<file path="config.mk">
export PLATFORM = sky130hd
export DESIGN_NAME = ifetch_queue
export DESIGN_NICKNAME = d
export VERILOG_FILES = /design/src/rtl/ifetch_queue.sv
export SDC_FILE = /design/constraint.sdc
export NUM_CORES = 1
export LEC_CHECK = 0
export CORE_ASPECT_RATIO = 1.1
export CORE_MARGIN = 8
export CORE_UTILIZATION = 47
export DETAILED_ROUTE_END_ITERATION = 10
export HOLD_SLACK_MARGIN = 0.02
export PLACE_DENSITY = 0.76
export SYNTH_ARGS = -nofsm -noshare
export SYNTH_HDL_FRONTEND = slang
export SYNTH_SLANG_ARGS = --single-unit
</file>
<file path="constraint.sdc">
create_clock -name clk -period 14.2 [get_ports clk]
set_input_delay 1.42 -clock clk [delete_from_list [all_inputs] [get_ports clk]]
set_output_delay 1.42 -clock clk [all_outputs]
set_load 0.05 [all_outputs]
</file>
<file path="src/rtl/ifetch_queue.sv">
// Instruction-fetch front end: owns the fetch PC, issues req/ack reads to instruction
// memory and buffers {pc, instruction} pairs in a small FIFO toward decode.
module ifetch_queue #(
    parameter int          DEPTH    = 4,
    parameter logic [31:0] RESET_PC = 32'h0000_0000
) (
    input  logic        clk,
    input  logic        rst,
    input  logic        redirect,
    input  logic [31:0] redirect_pc,
    output logic        imem_req,
    output logic [31:0] imem_addr,
    input  logic        imem_ack,
    input  logic [31:0] imem_rdata,
    output logic        inst_valid,
    output logic [31:0] inst,
    output logic [31:0] inst_pc,
    input  logic        inst_ready,
    output logic [31:0] fetch_pc
);

    localparam int AW = $clog2(DEPTH);
    localparam int CW = AW + 1;

    localparam logic [1:0] ST_IDLE    = 2'd0;
    localparam logic [1:0] ST_REQ     = 2'd1;
    localparam logic [1:0] ST_DISCARD = 2'd2;

    logic [1:0]    state_q, state_d;
    logic          req_q, req_d;
    logic [31:0]   addr_q, addr_d;
    logic [31:0]   pc_q, pc_d;
    logic [AW-1:0] wr_ptr_q, wr_ptr_d;
    logic [AW-1:0] rd_ptr_q, rd_ptr_d;
    logic [CW-1:0] count_q, count_d;

    logic [31:0] ent_pc_q   [DEPTH];
    logic [31:0] ent_inst_q [DEPTH];

    logic        push;
    logic        pop;
    logic        space;
    logic [31:0] rpc_aligned;
    logic [31:0] pc_plus4;
    logic        unused_rpc_bits;

    assign rpc_aligned     = {redirect_pc[31:2], 2'b00};
    assign unused_rpc_bits = ^redirect_pc[1:0];
    assign pc_plus4        = pc_q + 32'd4;

    // Only a live (non-discarded) request pushes; a redirect kills the word it acks.
    assign push = (state_q == ST_REQ) && imem_ack && !redirect;
    assign pop  = (count_q != '0) && inst_ready;

    always_comb begin
        wr_ptr_d = wr_ptr_q;
        rd_ptr_d = rd_ptr_q;
        count_d  = count_q;
        if (redirect) begin
            wr_ptr_d = '0;
            rd_ptr_d = '0;
            count_d  = '0;
        end else begin
            wr_ptr_d = wr_ptr_q + AW'(push);
            rd_ptr_d = rd_ptr_q + AW'(pop);
            count_d  = count_q + CW'(push) - CW'(pop);
        end
    end

    // Space is judged on the post-push/pop occupancy so a request never overfills.
    assign space = (count_d < CW'(DEPTH));

    always_comb begin
        state_d = state_q;
        req_d   = req_q;
        addr_d  = addr_q;
        pc_d    = pc_q;
        case (state_q)
            ST_IDLE: begin
                if (redirect) begin
                    pc_d = rpc_aligned;
                end else if (space) begin
                    req_d   = 1'b1;
                    addr_d  = pc_q;
                    state_d = ST_REQ;
                end
            end
            ST_REQ: begin
                if (imem_ack) begin
                    if (redirect) begin
                        pc_d    = rpc_aligned;
                        req_d   = 1'b0;
                        state_d = ST_IDLE;
                    end else begin
                        pc_d = pc_plus4;
                        if (space) begin
                            addr_d = pc_plus4;
                        end else begin
                            req_d   = 1'b0;
                            state_d = ST_IDLE;
                        end
                    end
                end else if (redirect) begin
                    pc_d    = rpc_aligned;
                    state_d = ST_DISCARD;
                end
            end
            ST_DISCARD: begin
                if (redirect) begin
                    pc_d = rpc_aligned;
                end
                if (imem_ack) begin
                    req_d   = 1'b0;
                    state_d = ST_IDLE;
                end
            end
            default: begin
                req_d   = 1'b0;
                state_d = ST_IDLE;
            end
        endcase
    end

    always_ff @(posedge clk) begin
        if (!rst) begin
            state_q  <= ST_IDLE;
            req_q    <= 1'b0;
            addr_q   <= RESET_PC;
            pc_q     <= RESET_PC;
            wr_ptr_q <= '0;
            rd_ptr_q <= '0;
            count_q  <= '0;
        end else begin
            state_q  <= state_d;
            req_q    <= req_d;
            addr_q   <= addr_d;
            pc_q     <= pc_d;
            wr_ptr_q <= wr_ptr_d;
            rd_ptr_q <= rd_ptr_d;
            count_q  <= count_d;
        end
    end

    genvar gi;
    generate
        for (gi = 0; gi < DEPTH; gi++) begin : g_entry
            always_ff @(posedge clk) begin
                if (!rst) begin
                    ent_pc_q[gi]   <= '0;
                    ent_inst_q[gi] <= '0;
                end else if (push && (wr_ptr_q == AW'(gi))) begin
                    ent_pc_q[gi]   <= addr_q;
                    ent_inst_q[gi] <= imem_rdata;
                end
            end
        end
    endgenerate

    assign imem_req   = req_q;
    assign imem_addr  = addr_q;
    assign fetch_pc   = pc_q;
    assign inst_valid = (count_q != '0);
    assign inst       = ent_inst_q[rd_ptr_q];
    assign inst_pc    = ent_pc_q[rd_ptr_q];

endmodule

</file>
==> results of run 1 <==
==> power by group through the flow <==
stage / Sequential, W / Combinational, W / Clock, W
5_1_grt: 0.00113 / 0.000282 / 0.000879
2_1_floorplan: 0.00118 / 0.000121 / 0
4_1_cts: 0.00112 / 0.000271 / 0.000842
6_report: 0.00112 / 0.000268 / 0.000825
3_5_place_dp: 0.00114 / 0.000270 / 0
3_3_place_gp: 0.00114 / 0.000269 / 0
==> routing by layer <==
metal  part of all wire, %  up-vias  track usage, %
li1                      -     4560               -
met1                    42     4812            24.4
met2                    49      376            32.7
met3                   7.4       66            4.63
met4                   2.6        0            5.76
met5                     0        -               0
==> sequential cells by signal (all words and copies together) (netlist names) <==
register and count:
imem_req 1, ent_pc_q 128, ent_inst_q 128, fetch_pc 32, rd_ptr_q 2, imem_addr 32
state_q 2, wr_ptr_q 2, count_q 3
==> stage by stage <==
step                cell area (um^2)  total power (W)
CTS                            18400          0.00223
detailed placement             17400          0.00141
global placement               17400          0.00141
finish                         18400          0.00221
global route                   18400          0.00229
floorplan                      15100          0.00130
==> cells by family after synthesis <==
group / after synthesis
AO/OA/AOI/OAI: 161
XOR/XNOR: 36
adder cells (fa/ha/maj): 4
buffers and inverters: 94
flip-flops: 330
multiplexers: 71
AND/OR/NAND/NOR: 450
==> layout make-up <==
class	instances	area share, %
flip-flops and latches	330	49.9
multi-input cells	722	30.4
repair buffers	210	11.2
clock buffers	48	5.26
well taps	420	2.86
clock inverters	11	0.279
inverters	7	0.143
==> cell usage in the layout, fill, tap and decap left out, types with 3 or more instances in the layout <==
cell type	n
inv_1	5
a31oi_1	9
clkbuf_16	37
ha_1	3
dfxtp_1	72
o21ai_4	3
clkbuf_1	10
buf_4	14
o21a_1	4
nor2_1	43
o221ai_1	5
nand2_1	41
nor3_1	16
clkdlybuf4s50_1	196
and3_1	14
nand4_1	12
or3_1	7
xnor2_1	24
mux4_2	64
a21boi_0	3
o22ai_1	5
a21oi_1	35
and4_1	8
edfxtp_1	256
mux2i_1	7
clkinv_1	8
nor4_1	13
a32oi_1	5
o21ai_0	46
nand3_1	14
a22oi_1	9
and2_1	261
nor2_4	3
xor2_1	12
nand2b_1	7
a211oi_1	20
==> critical path: stages <==
cell             delay (ns)
clkdlybuf4s50_1        0.39
buf_4                  0.22
and2b_1                0.42
nand2_1                0.65
xnor2_1                0.35
ha_1                   0.23
fa_1                   0.38
xnor2_1                0.15
xnor2_1                0.29
and3_2                 0.91
mux2i_1                0.26
nor2_1                 0.05
==> worst max-delay path by stage <==
| stage | to | slack (ns) | cells past startpoint |
|---|---|---|---|
| 6_report | imem_addr[1] | 8.81 | 12 |
| 5_1_grt | imem_addr[30] | 8.54 | 12 |
| 4_1_cts | imem_addr[0] | 8.88 | 12 |
| 3_5_place_dp | imem_addr[1] | 8.36 | 12 |
| 3_3_place_gp | imem_addr[1] | 8.44 | 12 |
| 2_1_floorplan | ent_inst_q[0][0] | 6.65 | 5 |
==> flow_summary.yaml, run 1 <==
status:
  status: "complete, no violations"
layout:
  regArea_um2: 9180
  n_antenna_cell: 0
  multiInputGateArea_um2: 5580
  area_growth_pct: 22.2
  fin_cells: 1748
  fin_util_pct: 58.4
  nFillCells: 2492
  drive_gt1_share_pct: 10.3
  final_nets: 1378
synth:
  synth_mux_area_share_pct: 10.0
  syn_area_um2: 15100
  yosys.area.top_type_share_pct: 51.0
  synth_compound_area_share_pct: 6.73
  synth_top_family_by_area: "simple AND/OR/NAND/NOR gates"
  synthTopCellsByArea: "edfxtp_1 51%, and2_1 11%, dfxtp_1 9.8%"
  syn_avg_cell_area_um2: 13.1
  ys_seq_elements: 330
  ys_top_cells_by_count: "261 x and2_1, 256 x edfxtp_1, 74 x dfxtp_1"
  synth_warnings: 0
  synth.largest_area_cell: "edfxtp_1"
  synthFlopType: "edfxtp_1"
  syn_nets: 1219
  synth_edf_count: 256
  yosysMostFrequentCell: "and2_1"
  ys_async_sr_fraction_pct: 0
  synth-seq-area-share_pct: 60.9
  yosys.area_share.simple_pct: 17.3
  synth.distinct_cells: 58
  yosys.area_share.xor_xnor_pct: 2.09
  postSynthCellCount: 1146
  synth_fa_ha_area_share_pct: 0.382
floorplanning:
  core-area_um2: 31500
  die_x_um: 187
  io_pins: 199
  die-area_um2: 38000
  start_util_pct: 47.8
  rows: 68
  die_h_um: 204
clock_network:
  clkTransAtPathRegs_ns: 0.06
  cts_htree_levels: 2
  cts_resized: 0
  post_cts_buffers: 0
  cts_sinks: 330
  clk_root_buffer_cell: "clkbuf_16"
  clk_latency_ns: 0.50
  clk_path_buf_depth: 3
  numCtsBuffers: 34
  holdBufCountCts: 0
  cts_tree: "built"
grt:
  antenna_found_initial: 0
  track_usage_pct: 19.3
  grt_pass1_wl_um: 58600
  grt-ovfl-total: 0
  grt_max_degree: 66
  first_global_vias: 10116
power_and_ir_drop:
  clockPowerShare_pct: 37.3
  p_sw_share_pct: 25.4
  p_switching_w: 0.000562
  p_leak_nw: 6.34
  combPwrFrac_pct: 12.1
  power_density_nw_per_um2: 120
  ir_drop_uv: 69.9
  p_int_w: 0.00165
  power_frac_seq_pct: 50.6
worst_setup_path:
  reg2reg_depth: 11
  rr_endpoint: "imem_addr[1]"
  cp.required_ns: 14.57
  worst-setup-path-type: "input port to flip-flop"
  cp-start-kind: "input port"
  r2r-start: "state_q[0]"
  crit_fanout: 62
  cp-startpoint: "redirect"
  arrival_ns: 5.76
  endpoint_kind: "flip-flop"
  r2r_slack_ns: 9.70
placement:
  place.gp.congestion: 0.937
  dp_slack_ns: 8.36
  io_buffers: 196
  hpwlAfterDp_um: 22700
  post-place-cells: 1689
sta:
  fin_crit_ns: 5.39
  setup_viol: 0
  finalClockSkew_ns: 0.0118
  fmax_mhz: 186
  hold_viol_final: 0
  maxSlewHeadroom_pct: 28.4
  worstMarginPinSlew_ns: 1.06
  rsz0062_at_grt: "no"
  finalSetupTns_ns: 0
  maxSlewViolCount: 0
  hold-worst-slack_ns: 0.509
  period_share_pct: 37.9
  layout_setup_ws_ns: 8.81
drt:
  drt_iter0_drc: 682
  wire_per_inst_um: 21.4
  drt_first_pass_iters: 6
  viasPerCell: 5.61
  routed_wl_um: 37300
  num_vias: 9814
  drc: 0
  ant_nets: 0
min_path:
  hp-start: "fetch_pc[0]"
  min_to: "fetch_pc[0]"
  worstHoldPathCells: 1
  min_path_type: "flip-flop to flip-flop"
job:
  maxCapViolations: 0
Note: power is estimated with default switching activity, not from simulation.
==> run 2: changes to the inputs <==
==> constraint.sdc (replaced) <==
create_clock -name clk -period 5.3 [get_ports clk]
set_input_delay 0.53 -clock clk [delete_from_list [all_inputs] [get_ports clk]]
set_output_delay 0.53 -clock clk [all_outputs]
set_load 0.05 [all_outputs]
==> run 2 against run 1 <==
Register-to-register slack worse by 7.8 ns. Clock power rose to 2.9 times the previous value. Total power rose to 2.8 times the previous value. Sequential cell count unchanged. Wire length up 0.88%. Final cell count up 0.34%. Critical path depth down 9. Die area unchanged. Hold slack better by 0.019 ns.
==> flow_summary.yaml, run 2 (synthesis results as in run 1) <==
layout:
  reg_top3: "ent_inst_q: 128 flops, ent_pc_q: 128 flops"
  area_growth_pct: 23.1
  final_nets: 1383
  drive_gt1_share_pct: 10.8
  final_common_cell: "and2_1"
  n_antenna_cell: 0
  fin_util_pct: 58.9
  final_cell_mix: "261 x and2_1, 256 x edfxtp_1, 196 x clkdlybuf4s50_1"
worst_setup_path:
  rr_endpoint: "imem_addr[0]"
  arrival_ns: 3.14
  critical_path_cell_count: 3
  crit_chain: "buf_4, mux4_2, clkdlybuf4s50_1"
  crit_fanout: 37
  cp_slowest_cell: "dfxtp_4"
  worst-setup-path-type: "flip-flop to output port"
  cp.required_ns: 4.77
  cp-start-kind: "flip-flop"
  r2r-start: "state_q[0]"
  cp-startpoint: "rd_ptr_q[0]"
  path_buf_inv: 2
  r2r_slack_ns: 1.86
  endpoint_kind: "output port"
  cp_top_family: "buffers and inverters"
  setup.worst_path.end: "inst[20]"
  slowest_delay_ns: 0.87
  reg2reg_depth: 11
drt:
  num_vias: 9896
  drc: 0
  wire_per_inst_um: 21.5
  drt_first_pass_iters: 5
  ant_nets: 0
  viasPerCell: 5.64
  drt_iter0_drc: 668
  routed_wl_um: 37700
power_and_ir_drop:
  p_leak_nw: 6.42
  power_density_nw_per_um2: 328
  power_frac_seq_pct: 49.3
  p_switching_w: 0.00152
  ir_drop_uv: 218
  clockPowerShare_pct: 38.8
  p_sw_share_pct: 25.0
  finalPower_w: 0.00609
  combPwrFrac_pct: 12.0
  p_int_w: 0.00457
clock_network:
  cts_tree: "built"
  numCtsBuffers: 35
  cts_sinks: 330
  holdBufCountCts: 0
  clk_path_buf_depth: 3
  clk_latency_ns: 0.51
  cts_resized: 0
  cts_htree_levels: 2
  post_cts_buffers: 0
  clkTransAtPathRegs_ns: 0.06
  clk_root_buffer_cell: "clkbuf_16"
job:
  maxCapViolations: 0
floorplanning:
  start_util_pct: 47.8
  die_x_um: 187
  die-area_um2: 38000
  rows: 68
  die_h_um: 204
  core-area_um2: 31500
  io_pins: 199
sta:
  worstMarginPinSlew_ns: 1.05
  fin_crit_ns: 3.67
  maxSlewViolCount: 0
  hold-worst-slack_ns: 0.528
  hold_viol_final: 0
  maxSlewHeadroom_pct: 29.9
  fmax_mhz: 273
  setup_viol: 0
  period_share_pct: 69.2
  finalClockSkew_ns: 0.0120
  rsz0062_at_grt: "no"
grt:
  track_usage_pct: 19.5
  grt-ovfl-total: 0
  first_global_vias: 10296
  antenna_found_initial: 0
  grt_max_degree: 66
  grt_pass1_wl_um: 59100
status:
  status: "complete, no violations"
placement:
  io_buffers: 196
  hpwlAfterDp_um: 23000
  place.gp.congestion: 0.915
min_path:
  min_path_type: "flip-flop to flip-flop"
==> run 2: changes by cell type in the layout (fill, tap and decap cells not counted), sizes merged <==
| cell | delta |
|---|---|
| bufinv | +2 |
| inv | +1 |
| buf | +4 |
| clkinv | +1 |
| clkinvlp | -2 |
==> run 2: stage by stage <==
stage | instance area [um^2] | std cells | setup TNS (ns) | setup WS (ns)
after floorplan | 15100 | 1146 | -220.57 | -1.15
after global placement | 17400 | 1693 | 0 | 1.19
after detailed placement | 17400 | 1693 | 0 | 1.18
after CTS | 18500 | 1754 | 0 | 1.53
after global routing | 18500 | 1754 | 0 | 1.42
final | 18500 | 1754 | 0 | 1.63
==> run 2: layout make-up <==
| class | count | area, um^2 |
|---|---|---|
| fill | 2489 | 12900 |
| sequential | 330 | 9180 |
| multi-input combinational | 722 | 5580 |
| timing repair buffer | 214 | 2120 |
| clock buffer | 48 | 997 |
| tap | 420 | 526 |
| clock inverter | 13 | 111 |
| inverter | 7 | 26.3 |
==> run 2: per-layer routing <==
| metal | routed length [um] | GRT usage [%] | part of all wire (%) |
|---|---|---|---|
| met4 | 877 | 5.79 | 2.3 |
| met5 | 0 | 0 | 0 |
| met2 | 18400 | 33.6 | 49 |
| met1 | 15600 | 24.2 | 41 |
| met3 | 2810 | 4.80 | 7.5 |
==> run 2: power groups by stage <==
stage | clock network, W | logic [W] | registers [W]
after detailed placement | 0 | 0.000730 | 0.00305
after global placement | 0 | 0.000726 | 0.00305
after global routing | 0.00251 | 0.000764 | 0.00302
after floorplan | 0 | 0.000324 | 0.00316
final | 0.00236 | 0.000728 | 0.00300
after CTS | 0.00241 | 0.000733 | 0.00300
==> run 2: worst min-delay path by stage <==
stage	slack, ns	depth (start not counted)	startpoint	to
after floorplan	0.47	1	fetch_pc[0]	fetch_pc[0]
after global placement	0.52	1	fetch_pc[0]	fetch_pc[0]
after detailed placement	0.53	1	fetch_pc[0]	fetch_pc[0]
after CTS	0.53	1	fetch_pc[0]	fetch_pc[0]
after global routing	0.54	1	fetch_pc[0]	fetch_pc[0]
final	0.53	1	fetch_pc[0]	fetch_pc[0]
==> run 2: worst register-to-register path, stage by stage, from the launching register on <==
cell,delay (ns)
dfxtp_1,0.70
nor2b_1,0.25
nand2_1,0.10
xnor2_1,0.16
ha_1,0.19
fa_1,0.38
xnor2_1,0.15
xnor2_1,0.29
and3_2,0.59
buf_12,0.24
mux2i_1,0.21
nor2_1,0.05
==> run 3: changes to the inputs <==
--- a/config.mk
+++ b/config.mk
@@ -10,7 +10,7 @@
 export CORE_UTILIZATION = 47
 export DETAILED_ROUTE_END_ITERATION = 10
 export HOLD_SLACK_MARGIN = 0.02
-export PLACE_DENSITY = 0.76
+export PLACE_DENSITY = 0.78
 export SYNTH_ARGS = -nofsm -noshare
 export SYNTH_HDL_FRONTEND = slang
 export SYNTH_SLANG_ARGS = --single-unit
==> constraint.sdc (replaced) <==
create_clock -name clk -period 3.03 [get_ports clk]
set_input_delay 0.303 -clock clk [delete_from_list [all_inputs] [get_ports clk]]
set_output_delay 0.303 -clock clk [all_outputs]
set_load 0.05 [all_outputs]
==> run 3 against run 2 <==
Combinational power up 83%. Die area stayed put. Global-route usage increased by 0.82 points. Clock skew down 0.0029 ns. Critical path type unchanged. Register-to-register slack got worse by 1.6 ns. Clock power is 91% higher. Setup slack worse by 1.5 ns. Wire length rose by 3.4%. Total power grew 82%. Sequential cell count did not move. Critical path depth stayed put.
==> flow_summary.yaml, run 3 (synthesis results as in run 1) <==
status:
  status: "complete, no violations"
worst_setup_path:
  arrival_ns: 2.59
  r2r_slack_ns: 0.25
  r2r-start: "count_q[1]"
  cp.required_ns: 2.73
  cp-startpoint: "rd_ptr_q[0]"
  worst-setup-path-type: "flip-flop to output port"
  crit_fanout: 41
  setup.worst_path.end: "inst_pc[14]"
  reg2reg_depth: 11
  rr_endpoint: "imem_addr[0]"
  endpoint_kind: "output port"
  cp-start-kind: "flip-flop"
layout:
  final_cell_mix: "261 x and2_1, 256 x edfxtp_1, 192 x clkdlybuf4s50_1"
  final_nets: 1411
  area_growth_pct: 26.2
  fin_cells: 1784
  regArea_um2: 9180
  reg_top3: "ent_inst_q: 128 flops, ent_pc_q: 128 flops"
  drive_gt1_share_pct: 13.8
  stdcell_area_um2: 19000
  nFillCells: 2413
  n_antenna_cell: 0
  final_common_cell: "and2_1"
  multiInputGateArea_um2: 5600
sta:
  maxSlewHeadroom_pct: 29.4
  period_share_pct: 95.6
  rsz0062_at_grt: "no"
  fmax_mhz: 345
  setup_viol: 0
  worstMarginPinSlew_ns: 1.06
  finalClockSkew_ns: 0.00906
  maxSlewViolCount: 0
  fin_crit_ns: 2.90
  layout_setup_ws_ns: 0.134
  hold_viol_final: 0
  finalSetupTns_ns: 0
placement:
  post-place-cells: 1721
  io_buffers: 196
  place.gp.congestion: 0.903
  placed_area_um2: 17800
  dp_slack_ns: 0.0360
  hpwlAfterDp_um: 24900
drt:
  num_vias: 10167
  ant_nets: 0
  drc: 0
  drt_first_pass_iters: 5
  routed_wl_um: 38900
  wire_per_inst_um: 21.8
  viasPerCell: 5.70
  drt_iter0_drc: 832
floorplanning:
  die-area_um2: 38000
  io_pins: 199
  core-area_um2: 31500
  die_x_um: 187
  rows: 68
  start_util_pct: 47.8
  die_h_um: 204
clock_network:
  clkTransAtPathRegs_ns: 0.06
  clk_path_buf_depth: 3
  cts_sinks: 330
  cts_htree_levels: 2
  clk_root_buffer_cell: "clkbuf_16"
  post_cts_buffers: 0
  holdBufCountCts: 0
  cts_tree: "built"
  clk_latency_ns: 0.50
  cts_resized: 0
  numCtsBuffers: 35
power_and_ir_drop:
  p_leak_nw: 6.66
  ir_drop_uv: 311
  finalPower_w: 0.0111
  power_density_nw_per_um2: 583
grt:
  grt_max_degree: 46
  antenna_found_initial: 0
  grt_pass1_wl_um: 61500
  first_global_vias: 10700
  track_usage_pct: 20.3
  grt-ovfl-total: 0
job:
  maxCapViolations: 0
min_path:
  min_path_type: "input port to flip-flop"
## run 3: how the worst min path moves through the flow
stage	slack [ns]	startpoint	depth (start not counted)	to
3_5_place_dp	0.53	fetch_pc[1]	1	fetch_pc[1]
3_3_place_gp	0.52	fetch_pc[0]	1	fetch_pc[0]
4_1_cts	0.34	redirect_pc[8]	3	fetch_pc[8]
6_report	0.36	redirect_pc[8]	3	fetch_pc[8]
5_1_grt	0.35	redirect_pc[8]	3	fetch_pc[8]
2_1_floorplan	0.38	imem_ack	1	state_q[1]
## run 3: critical path, stage by stage (launching register included)
cell             delay [ns]
dfxtp_4                0.40
buf_12                 0.32
mux4_2                 0.60
clkdlybuf4s50_1        0.73
## run 3: metal layers
layer  vias to the layer above  track usage [%]  part of all wire [%]
met5                         -                0                     0
met2                       448             35.2                    50
met4                         0             6.64                   2.8
met3                        81             4.32                   7.7
met1                      4996             25.3                    40
li1                       4642                -                     -
## run 3: through the flow
step	util [%]	hold WS [ns]
after floorplan	-	0.382
after global placement	56.5	0.520
after detailed placement	56.5	0.531
after CTS	60.3	0.343
after global routing	60.4	0.352
final	60.4	0.357
## run 3: layout make-up
| type | count | share of cell area (%) |
|---|---|---|
| Sequential cell | 330 | 48.3 |
| Multi-Input combinational cell | 722 | 29.5 |
| Timing Repair Buffer | 242 | 12.9 |
| Clock buffer | 46 | 5.29 |
| Tap cell | 420 | 2.77 |
| Clock inverter | 17 | 1.13 |
| Inverter | 7 | 0.138 |
## run 3: report_power, final
group	total, W	switching, W	internal (W)
logic	0.00133	0.000842	0.000488
clock network	0.00450	0.00173	0.00278
registers	0.00524	0.000170	0.00507
total	0.0111	0.00274	0.00833
